<file path="config.mk">
export PLATFORM = sky130hd
export DESIGN_NAME = isa_reg_reader
export DESIGN_NICKNAME = d
export VERILOG_FILES = /design/src/rtl/superio_pkg.sv /design/src/rtl/signal_sync.sv /design/src/rtl/isa_reg_reader.sv
export SDC_FILE = /design/constraint.sdc
export NUM_CORES = 1
export LEC_CHECK = 0
export CAP_MARGIN = 15
export CORE_ASPECT_RATIO = 1.75
export CORE_MARGIN = 3
export CORE_UTILIZATION = 39
export CTS_CLUSTER_DIAMETER = 50
export DETAILED_ROUTE_END_ITERATION = 8
export MAX_ROUTING_LAYER = met4
export PLACE_DENSITY = 0.92
export SKIP_CTS_REPAIR_TIMING = 1
export SYNTH_ARGS = -nofsm -noshare
export SYNTH_HDL_FRONTEND = slang
export SYNTH_HIERARCHICAL = 1
export SYNTH_SLANG_ARGS = --single-unit
export TNS_END_PERCENT = 100
</file>
<file path="constraint.sdc">
create_clock -name clk -period 2.11 [get_ports clk]
set_input_delay 0.5275 -clock clk [delete_from_list [all_inputs] [get_ports clk]]
set_output_delay 0.5275 -clock clk [all_outputs]
set_load 0.01 [all_outputs]
</file>
<file path="src/rtl/superio_pkg.sv">
// Shared types and defaults for the super-I/O register bank bus interface.
package superio_pkg;
  typedef enum logic [1:0] {IDLE, WAIT, HOLD} rd_state_t;
  localparam int SUPERIO_DEFAULT_WAIT = 4;
endpackage

</file>
<file path="src/rtl/signal_sync.sv">
// Two-flop synchronizer with a selectable reset value; reused for IOR# and IOW#.
module signal_sync #(
  parameter logic RST_VAL = 1'b0
) (
  input  logic clk,
  input  logic rst_n,
  input  logic i_async,
  output logic o_sync
);
  logic r_meta, r_sync;

  always_ff @(posedge clk or negedge rst_n) begin
    if (!rst_n) begin
      r_meta <= RST_VAL;
      r_sync <= RST_VAL;
    end else begin
      r_meta <= i_async;
      r_sync <= r_meta;
    end
  end

  assign o_sync = r_sync;
endmodule

</file>
<file path="src/rtl/isa_reg_reader.sv">
// ISA IOR# responder: latches the addressed register onto the data bus,
// stretches the cycle with IOCHRDY and strobes the per-register read pulse.
module isa_reg_reader
  import superio_pkg::*;
#(
  parameter int DATA_WIDTH  = 8,
  parameter int ADDR_WIDTH  = 3,
  parameter int NUM_REGS    = 8,
  parameter int WAIT_CYCLES = SUPERIO_DEFAULT_WAIT
) (
  input  logic                           clk,
  input  logic                           reset,
  input  logic                           ior_n,
  input  logic                           cs_n,
  input  logic [ADDR_WIDTH-1:0]          addr,
  input  logic [NUM_REGS*DATA_WIDTH-1:0] reg_data,
  output logic [DATA_WIDTH-1:0]          dout,
  output logic                           dout_oe,
  output logic                           iochrdy,
  output logic [NUM_REGS-1:0]            rd_pulse,
  output logic                           busy
);
  localparam int NSLOTS = 2 ** ADDR_WIDTH;
  localparam int CNT_W  = (WAIT_CYCLES > 0) ? $clog2(WAIT_CYCLES + 1) : 1;
  localparam logic [CNT_W-1:0] CNT_INIT = (WAIT_CYCLES > 0) ? CNT_W'(WAIT_CYCLES - 1) : '0;

  rd_state_t                         r_state;
  logic [CNT_W-1:0]                  r_cnt;
  logic [DATA_WIDTH-1:0]             r_dout;
  logic                              r_oe, r_rdy, r_busy, r_ior_d;
  logic [NUM_REGS-1:0]               r_pulse;
  logic                              w_ior_s, w_addr_ok, w_start;
  logic [NSLOTS-1:0]                 w_onehot;
  logic [NSLOTS-1:0][DATA_WIDTH-1:0] w_regs;

  // Reset value 0 (strobe asserted) so a read already in progress at reset release is ignored.
  signal_sync #(.RST_VAL(1'b0)) u_ior_sync (
    .clk    (clk),
    .rst_n  (reset),
    .i_async(ior_n),
    .o_sync (w_ior_s)
  );

  // Unimplemented offsets read as zero; they can never start a cycle anyway.
  for (genvar i = 0; i < NSLOTS; i++) begin : g_regs
    if (i < NUM_REGS) begin : g_impl
      assign w_regs[i] = reg_data[i*DATA_WIDTH +: DATA_WIDTH];
    end else begin : g_pad
      assign w_regs[i] = '0;
    end
  end

  assign w_addr_ok = {1'b0, addr} < (ADDR_WIDTH + 1)'(NUM_REGS);
  assign w_start   = !w_ior_s && r_ior_d && !cs_n && w_addr_ok;
  assign w_onehot  = NSLOTS'(1) << addr;

  always_ff @(posedge clk or negedge reset) begin
    if (!reset) begin
      r_state <= IDLE;
      r_cnt   <= '0;
      r_dout  <= '0;
      r_oe    <= 1'b0;
      r_rdy   <= 1'b1;
      r_pulse <= '0;
      r_busy  <= 1'b0;
      r_ior_d <= 1'b0;
    end else begin
      r_ior_d <= w_ior_s;
      r_pulse <= '0;
      case (r_state)
        IDLE: if (w_start) begin
          r_dout  <= w_regs[addr];
          r_oe    <= 1'b1;
          r_pulse <= w_onehot[NUM_REGS-1:0];
          r_busy  <= 1'b1;
          if (WAIT_CYCLES > 0) begin
            r_rdy   <= 1'b0;
            r_cnt   <= CNT_INIT;
            r_state <= WAIT;
          end else begin
            r_state <= HOLD;
          end
        end
        // A host that drops IOR# early wins over the wait countdown.
        WAIT: if (w_ior_s) begin
          r_state <= IDLE;
          r_rdy   <= 1'b1;
          r_oe    <= 1'b0;
          r_busy  <= 1'b0;
        end else if (r_cnt == '0) begin
          r_state <= HOLD;
          r_rdy   <= 1'b1;
        end else begin
          r_cnt <= r_cnt - CNT_W'(1);
        end
        HOLD: if (w_ior_s) begin
          r_state <= IDLE;
          r_oe    <= 1'b0;
          r_busy  <= 1'b0;
        end
        default: r_state <= IDLE;
      endcase
    end
  end

  assign dout     = r_dout;
  assign dout_oe  = r_oe;
  assign iochrdy  = r_rdy;
  assign rd_pulse = r_pulse;
  assign busy     = r_busy;
endmodule

</file>
==> impl_results.md, run 1 <==
* Seq/Total Area, Yosys at 0.3947
* Root Driver: clkbuf_8
* CP arrival at 1.31 ns
* Port buffer count at 89
* Synth Register Bits at 26
* Largest net degree at the start of global routing at 34
* Maximum clock path buffer count at 2
* Post-place setup slack at 0.06921 ns
* Area share of the largest cell type after synthesis at 0.3788
* Fin area at 2651 sq um
* Area growth syn-to-layout at 60.53%
* Critical Path Source: iochrdy
* Final WS setup at 0.2692 ns
* CTS Sinks at 26
* Cell Pwr Density at 716.8 nW/um^2
* Slew headroom at 0.5980
* RSZ-0062 raised after global routing: no
* Setup TNS at 0 ns
* GP Congestion at 0.7521
* Ys flop type: dfrtp_1
* Crit Path Max Fanout at 2
* Endpoints failing hold at 0
* H-tree levels at 1
* CTS buffer count at 3
* Final nets at 320
* Vias in the first global route at 1507
* Max IR drop VDD at 445.1 uV
* Post-synth ARST share at 1.000
* Initial core utilization at 0.4151
* Cell Area, Synth at 1652 sq um
* DP HPWL at 3557 um
* FF-to-FF Start: r_state[1]
* Syn Area/Cell at 10.87 sq um
* Core ar. at 3979 sq um
* Worst hold-check path type: flip-flop to flip-flop
* Worst Path Required at 1.58 ns
* Critical Path End Type: output port
* YS warnings at 6
* Yosys top cell by area: dfrtp_1
* Final slew viol count at 0
* Die footprint at 5082 sq um
* TritonCTS clock tree: built
* DIE WIDTH at 55.19 um
* Cell area after placement at 2596 sq um
* Worst setup path category: flip-flop to output port
* Site Rows at 30
* Commonest cells after routing, fill and taps aside: 89 x clkdlybuf4s50_1, 25 x dfrtp_1, 17 x mux2i_1
* Worst-Skew Late Latency at 0.26 ns
* Initial antenna violation count at 0
* Post-Synthesis Net Count at 229
* Vias per cell at 5.159
* Boundary Pins at 90
* Number of fill cells at 328
* Hold Startpoint: u_ior_sync/r_meta
* Worst-path clk slew at 0.09 ns
* Crit start category: flip-flop
* ANT nets after route at 0
* Final period util at 0.8724
* Setup Skew at 0.003777 ns
* DR iter-0 viols at 26
* CP Cell Sequence: clkdlybuf4s50_1
* Total global routing overflow at 0
* Final WL at 4185 um
* Status: complete, no violations
* Commonest non-fill, non-tap cell in the layout: clkdlybuf4s50_1
* Slowest-stage cell, CP: dfstp_2
* WL/cell at 14.43 um
* Max cap viols at 0
* Count of different cell masters after synthesis at 33
* Drt first pass iters at 4
* GRT Total Usage at 0.1838
* Worst Tran Pin Value at 0.6018 ns
* Max incr delay on CP at 0.53 ns
* Die Span Y at 92.09 um
* Crit-path leading delay family: flip-flops
* First-pass GRT wire length at 6796 um
* Share of cells above drive strength 1 at 0.1198
* Final setup viols at 0
* Post-synth EDFFs at 0
* DR DRC count at 0
* Pleak at 1.130 nW
* Area contributors post-synth: dfrtp_1 38%, mux2i_1 10%, mux2_2 7.5%
* Worst path buffer plus inverter count at 1
* Antenna cell count at 0
* Vias at 1496
* Final Critical Period at 1.841 ns
* Mapped Cells at 152
* Max Freq at 543.2 MHz
==> cell families after synthesis <==
kind of cell	Yosys count	synth area share
compound gates	34	0.1576
fa+ha+maj	6	0.04545
buf+inv	16	0.05454
flops	26	0.3947
mux	36	0.2326
simple gates	34	0.1152
==> per-layer routing <==
| layer | GRT usage | vias to the layer above | routed length [um] |
|---|---|---|---|
| met5 | - | - | 0 |
| met4 | 0.06491 | 0 | 103 |
| met3 | 0.01626 | 6 | 217 |
| met2 | 0.3261 | 64 | 2417 |
| met1 | 0.2019 | 691 | 1447 |
| li1 | - | 735 | - |
==> Yosys cell counts, drive strengths merged, types with 2 or more instances <==
library cell / count
nor2: 8
a21oi: 2
nor3: 2
a211oi: 2
o31ai: 8
buf: 8
mux2i: 17
mux2: 19
nor2b: 3
nor3b: 2
dfrtp: 25
nand2: 11
a22o: 8
o22ai: 9
inv: 7
ha: 6
nand2b: 5
==> registers in the layout, summed over array words and instances (netlist names) <==
name / flops
dout: 8
rd_pulse: 8
r_cnt: 3
r_state: 2
busy: 1
iochrdy: 1
r_ior_d: 1
u_ior_sync/o_sync: 1
u_ior_sync/r_meta: 1
==> per-stage QoR <==
stage               hold slack, ns  total power (W)    util  cells
floorplan                   0.2319         0.001171       -    152
detailed placement          0.3411         0.001608  0.6525    286
CTS                         0.3619         0.001922  0.6664    290
finish                      0.3616         0.001900  0.6664    290
global route                0.3747         0.002032  0.6664    290
global placement            0.3316         0.001579  0.6525    286
==> report_power, final <==
group          leakage [nW]  internal (W)  switching, W
Combinational         0.774      0.000507      0.000375
Sequential            0.327      0.000627     0.0000741
Clock                0.0288      0.000166      0.000150
Total                  1.13       0.00130      0.000599
==> area by class of cell <==
cell class | instances | area, sq um | share of cell area
sequential | 26 | 651.9 | 0.2459
tap | 48 | 60.06 | 0.02265
clock buffer | 4 | 55.05 | 0.02076
multi-input combinational | 110 | 909.6 | 0.3431
timing repair buffer | 95 | 948.4 | 0.3577
inverter | 7 | 26.28 | 0.009910
==> path summary, 6_finish.rpt <==
| check | end | slack [ns] | cells after the start |
|---|---|---|---|
| setup / recovery | iochrdy | 0.27 | 1 |
| hold / removal | u_ior_sync/o_sync | 0.36 | 0 |
| setup reg to reg | r_cnt[0] | 0.29 | 5 |
| hold reg to reg | u_ior_sync/o_sync | 0.36 | 0 |
| max in group asynchronous | iochrdy | 1.19 | 2 |
| min in group asynchronous | r_state[1] | 0.62 | 2 |
No activity file was read; power rests on OpenSTA's default activity.
==> run 2, diff against run 1 <==
CAP_MARGIN = default   (was 15)
SLEW_MARGIN = 20   (was default)
==> results of run 2 <==
No change in the layout: final DEF, timing and power equal those of run 1.
